File: src/rtl/stage_pkg.sv
// ---------------------------------------------------------------------------
// stage_pkg
// Shared definitions for the multicycle stage sequencer and for netpath and its
// bench, which reuse the same state encodings.
//   STATE_W    : width of the encoded sequencer state
//   stage_t    : sequencer state enum (IDLE=0 .. HALT=6)
//   strobe_vec : maps a state to the one-hot strobe vector {fe,dc,ex,me,wb}
// ---------------------------------------------------------------------------
package stage_pkg;

  localparam int STATE_W = 3;

  typedef enum logic [STATE_W-1:0] {
    ST_IDLE = 3'd0,
    ST_FE   = 3'd1,
    ST_DC   = 3'd2,
    ST_EX   = 3'd3,
    ST_ME   = 3'd4,
    ST_WB   = 3'd5,
    ST_HALT = 3'd6
  } stage_t;

  // IDLE and HALT map to all-zero, so at most one strobe is ever high.
  function automatic logic [4:0] strobe_vec(input stage_t st);
    logic [4:0] v;
    v = 5'b00000;
    case (st)
      ST_FE:   v = 5'b10000;
      ST_DC:   v = 5'b01000;
      ST_EX:   v = 5'b00100;
      ST_ME:   v = 5'b00010;
      ST_WB:   v = 5'b00001;
      default: v = 5'b00000;
    endcase
    return v;
  endfunction

endpackage

File: src/rtl/stage_sequencer_sat_counter.sv
// ---------------------------------------------------------------------------
// sat_counter
// Up-counter that sticks at all-ones instead of wrapping.
//   clk   : system clock, rising edge
//   rst_n : asynchronous active-low reset, clears the count
//   inc   : count one event this cycle
//   count : current value, saturates at 2^W-1
// ---------------------------------------------------------------------------
module sat_counter #(
  parameter int W = 16
) (
  input  logic         clk,
  input  logic         rst_n,
  input  logic         inc,
  output logic [W-1:0] count
);

  // Increment only while below all-ones so the value holds at the ceiling.
  always_ff @(posedge clk or negedge rst_n) begin
    if (!rst_n) begin
      count <= '0;
    end else if (inc && (count != {W{1'b1}})) begin
      count <= count + W'(1);
    end
  end

endmodule

File: src/rtl/stage_sequencer.sv
// ---------------------------------------------------------------------------
// stage_sequencer
// Multicycle control FSM that steps netpath through fetch, decode, execute,
// memory and writeback using one-hot stage strobes.
//   clk         : system clock, rising edge
//   rst_n       : asynchronous active-low reset
//   run         : level, permits instruction sequencing
//   mem_busy    : memory not ready, stalls FE and ME (ignored elsewhere)
//   is_mem_op   : current instruction is load/store, looked at only in EX
//   halt_req    : halt after the current instruction, looked at only in WB
//   s_fe..s_wb  : registered one-hot stage strobes
//   halted      : sequencer sits in HALT
//   instr_count : retired instructions, wraps modulo 2^CNT_W
//   stall_count : cycles stalled in FE/ME, saturates at 2^STALL_W-1
// ---------------------------------------------------------------------------
module stage_sequencer
  import stage_pkg::*;
#(
  parameter int CNT_W   = 32,
  parameter int STALL_W = 16,
  parameter bit SKIP_ME = 1'b1
) (
  input  logic               clk,
  input  logic               rst_n,
  input  logic               run,
  input  logic               mem_busy,
  input  logic               is_mem_op,
  input  logic               halt_req,
  output logic               s_fe,
  output logic               s_dc,
  output logic               s_ex,
  output logic               s_me,
  output logic               s_wb,
  output logic               halted,
  output logic [CNT_W-1:0]   instr_count,
  output logic [STALL_W-1:0] stall_count
);

  stage_t state;
  stage_t next_state;
  logic   stall_inc;

  // Next-state rules. A run drop mid-instruction is only honoured in WB, so
  // the instruction in flight always completes; halt_req outranks run there.
  always_comb begin
    next_state = state;
    case (state)
      ST_IDLE: if (run) next_state = ST_FE;
      ST_FE:   if (!mem_busy) next_state = ST_DC;
      ST_DC:   next_state = ST_EX;
      ST_EX:   next_state = (!SKIP_ME || is_mem_op) ? ST_ME : ST_WB;
      ST_ME:   if (!mem_busy) next_state = ST_WB;
      ST_WB: begin
        if (halt_req)  next_state = ST_HALT;
        else if (!run) next_state = ST_IDLE;
        else           next_state = ST_FE;
      end
      ST_HALT: if (!run) next_state = ST_IDLE;
      default: next_state = ST_IDLE;
    endcase
  end

  // State, Moore outputs and retire counter. Outputs are decoded from
  // next_state so that they are flops yet still equal (state == X).
  always_ff @(posedge clk or negedge rst_n) begin
    if (!rst_n) begin
      state       <= ST_IDLE;
      s_fe        <= 1'b0;
      s_dc        <= 1'b0;
      s_ex        <= 1'b0;
      s_me        <= 1'b0;
      s_wb        <= 1'b0;
      halted      <= 1'b0;
      instr_count <= '0;
    end else begin
      state  <= next_state;
      {s_fe, s_dc, s_ex, s_me, s_wb} <= strobe_vec(next_state);
      halted <= (next_state == ST_HALT);
      if (state == ST_WB) begin
        instr_count <= instr_count + CNT_W'(1);
      end
    end
  end

  // A stall cycle is one spent waiting on memory in a stage that needs it.
  assign stall_inc = mem_busy && ((state == ST_FE) || (state == ST_ME));

  sat_counter #(
    .W(STALL_W)
  ) u_stall_cnt (
    .clk   (clk),
    .rst_n (rst_n),
    .inc   (stall_inc),
    .count (stall_count)
  );

endmodule

File: config.mk
export PLATFORM = sky130hd
export DESIGN_NAME = stage_sequencer
export DESIGN_NICKNAME = d
export VERILOG_FILES = /design/src/rtl/stage_pkg.sv /design/src/rtl/stage_sequencer_sat_counter.sv /design/src/rtl/stage_sequencer.sv
export SDC_FILE = /design/constraint.sdc
export NUM_CORES = 1
export LEC_CHECK = 0
export CORE_MARGIN = 2
export CORE_UTILIZATION = 40
export CTS_BUF_LIST = sky130_fd_sc_hd__clkbuf_8
export CTS_CLUSTER_SIZE = 30
export DETAILED_ROUTE_END_ITERATION = 10
export HOLD_SLACK_MARGIN = 0.03
export PLACE_DENSITY = 0.74
export SYNTH_ARGS = -nofsm -noshare
export SYNTH_HDL_FRONTEND = slang
export SYNTH_HIERARCHICAL = 1
export SYNTH_SLANG_ARGS = --single-unit
File: constraint.sdc
create_clock -name clk -period 2.7 [get_ports clk]
set_input_delay 0.54 -clock clk [delete_from_list [all_inputs] [get_ports clk]]
set_output_delay 0.54 -clock clk [all_outputs]
set_load 0.02 [all_outputs]
==> results.toml <==
[run_status]
outcome = "complete, no violations"

[grt]
track_usage_pct = 17.1
grt_first_pass_wirelength_microns = 9970
grt-ovfl-total = 0
grt_antenna_before_repair = 0
grt_pass1_vias = 2081
grt_max_degree = 58

[power_and_ir_drop]
p_leak_nw = 1.52
pwr-share-seq_pct = 42.4
power_switching_uw = 848
internal-power_mw = 1.85
power_frac_clock_pct = 33.5
comb_power_share_pct = 24.1
design_power_total_mw = 2.70
vdd_ir_drop_max_uv = 601
power.density_mw_per_mm2 = 740
p_sw_share_pct = 31.4

[worst_setup_path]
slowest_delay_ns = 0.67
crit_chain = "clkdlybuf4s50_1"
cp_top_family = "buffers and inverters"
worst_ep_arrival_time_ns = 1.52
crit_buf_inv = 1
crit_fanout = 6
worstSetupStartpoint = "u_stall_cnt/count[2]"
slowest_stage = "clkdlybuf4s50_1"
worst_r2r_path_depth = 7
critPathRequiredTime_ns = 2.16
rrSetupSlack_ns = 0.75
path_class = "reg2out"
critPathCapture = "stall_count[2]"
rr_endpoint = "u_stall_cnt/count[5]"
start_kind = "flip-flop"
end_kind = "output pin"
cp.depth = 1
crit-reg2reg-launch = "state[0]"

[timing]
period_needed_ns = 2.06
relSlewSlack_pct = 45.6
fin_worst_skew_ns = 0.00804
worst_pin_slew_ns = 0.810
fmax_ghz = 0.484
finalSetupViolCount = 0
fin_setup_tns_ns = 0
slew_viol_final = 0
fin_crit_sh_pct = 76.5
holdWs_ns = 0.200
final-hold-violation-count = 0
rsz0062_at_grt = "false"

[route]
first_iter_violations = 125
dr_wl_met3_microns = 296
met2_length_microns = 2750
wl_per_cell_microns = 14.5
dr.pass1.iters = 4
dr_total_vias = 2111
route.detailed.drc = 0
antenna_left = 0
wirelength_microns = 5690
via_per_inst = 5.37
drt-met1-wl_microns = 2590
top_layer = "met4"

[placed_design]
hpwl_microns = 4000
globalplace.congestion = 0.827
io_buffers = 59

[cts]
postCtsSetupRepairBufs = 0
numCtsBuffers = 9
cts_root_buf = "clkbuf_8"
cts_htree_levels = 3
clock_path_buffers = 2
clk_pin_slew_ns = 0.06
cts_tree = "yes"
cts_resized = 0
ctsHoldBuffers = 0
clk_latency_ns = 0.33
cts.sinks = 57

[synth]
syn_inst = 240
synth.avg_cell_area_sq_um = 11.4
ys_seq_area_share_pct = 52.3
ys_types = 44
yosysWarnings = 6
synth-seq-cells = 57
ys.flop_type = "dfrtp_1"
synthesis.area_sq_mm = 0.00273
syn_nets = 248
synth_edf_count = 0
synthArstFlopShare_pct = 100

[floorplan]
io_pins = 60
rows = 30
die_h_microns = 86.6
fp.coreArea_sq_mm = 0.00668
die_area_sq_mm = 0.00749
die_w_microns = 86.6
start_util_pct = 40.8

[finish]
nNetsFinal = 316
drive_gt1_share_pct = 11.2
final_util_pct = 54.6
syn_to_final_growth_pct = 33.7
antennaDiodeCount = 0

[run]
drv_cap = 0

[hold_path]
worstHoldPathType = "in2async"
-- worst min path at each step --
| stage | from | endpoint | slack (ns) | cells after the start |
|---|---|---|---|---|
| global route | rst_n | u_stall_cnt/count[6] | 0.20 | 2 |
| finish | rst_n | u_stall_cnt/count[6] | 0.20 | 2 |
| floorplan | rst_n | halted | 0.24 | 0 |
| global placement | instr_count[31] | instr_count[31] | 0.46 | 1 |
| detailed placement | instr_count[31] | instr_count[31] | 0.47 | 1 |
| CTS | rst_n | u_stall_cnt/count[6] | 0.20 | 2 |
-- through the flow --
stage | std cells | instance area [sq um] | setup slack [ns]
4_1_cts | 393 | 3650 | 0.623
2_1_floorplan | 240 | 2730 | 0.679
6_report | 393 | 3650 | 0.636
3_3_place_gp | 377 | 3420 | 0.413
3_5_place_dp | 377 | 3420 | 0.350
5_1_grt | 393 | 3650 | 0.541
-- synth_stat cells (2+ instances only) --
| cell type | count | area [sq um] |
|---|---|---|
| o21a_1 | 5 | 37.5 |
| nor3_1 | 3 | 15.0 |
| nor4_4 | 3 | 63.8 |
| buf_2 | 3 | 15.0 |
| o22ai_1 | 2 | 12.5 |
| a21oi_1 | 5 | 25.0 |
| nor3b_1 | 3 | 22.5 |
| nand4_1 | 24 | 150 |
| dfrtp_1 | 57 | 1430 |
| nand3_1 | 19 | 95.1 |
| nand4_2 | 2 | 25.0 |
| a32oi_1 | 2 | 17.5 |
| o21ai_0 | 3 | 15.0 |
| xnor2_1 | 35 | 307 |
| or3_1 | 2 | 12.5 |
| and3_1 | 6 | 37.5 |
| nand2_1 | 15 | 56.3 |
| inv_1 | 6 | 22.5 |
| a31oi_1 | 3 | 18.8 |
| xor2_1 | 4 | 35.0 |
| nor4_1 | 3 | 18.8 |
| nor2_1 | 8 | 30.0 |
| and4_1 | 2 | 17.5 |
| o211ai_1 | 2 | 15.0 |
| and2_1 | 2 | 12.5 |
| ha_1 | 2 | 25.0 |
| nor2_2 | 2 | 12.5 |
-- area by class of cell --
cell class	instances	area, sq um
timing repair buffer	62	621
multi-input combinational	172	1250
inverter	6	22.5
clock inverter	5	77.6
tap	80	100
fill	612	3040
clock buffer	11	151
sequential	57	1430
-- worst register-to-register path, stage by stage (launching register included) --
cell and delay [ns]:
dfrtp_1 0.52, xnor2_1 0.19, nor3b_1 0.20, buf_4 0.18, and3_1 0.26, and4_2 0.29
o211ai_1 0.10, o21a_1 0.12
-- cells in the final DEF, fill, tap and decap left out, types with 3 or more instances in the layout --
master and n:
a31oi_1 3, clkbuf_8 11, nand4_1 24, and3_1 6, nand3_1 19, inv_1 6, nand2_1 15, clkdlybuf4s50_1 58
nor4_1 3, dfrtp_1 57, nor2_1 8, o21a_1 5, nor3b_1 3, nor4_4 3, o21ai_0 3, xor2_1 4
nor3_1 3, xnor2_1 35, a21oi_1 5
-- kinds of logic after synthesis --
logic type | after synthesis | synth area share [%]
XOR/XNOR | 39 | 12.5
buffers and inverters | 11 | 1.93
AND/OR/NAND/NOR | 106 | 25.7
multiplexers | 1 | 0.413
AO/OA/AOI/OAI | 24 | 6.24
adder cells (fa/ha/maj) | 2 | 0.918
flip-flops | 57 | 52.3
-- layer usage --
layer  track usage [%]  vias to the layer above
li1                  -                     1015
met1              22.1                     1026
met2              26.8                       64
met3              5.43                        6
met4              6.82                        0
met5                 0                        -
-- registers in the layout, summed over array words and instances (netlist names) --
register           cells
s_wb                   1
halted                 1
state                  3
s_ex                   1
s_me                   1
s_dc                   1
s_fe                   1
instr_count           32
u_stall_cnt/count     16
-- power by group through the flow --
stage | clock network, mW | registers (mW) | logic [mW]
after floorplan | 0 | 1.20 | 0.314
after global placement | 0 | 1.15 | 0.641
after detailed placement | 0 | 1.16 | 0.656
after CTS | 0.928 | 1.14 | 0.658
after global routing | 0.977 | 1.17 | 0.713
final | 0.905 | 1.14 | 0.650
Power figures use the tool's default switching activity.
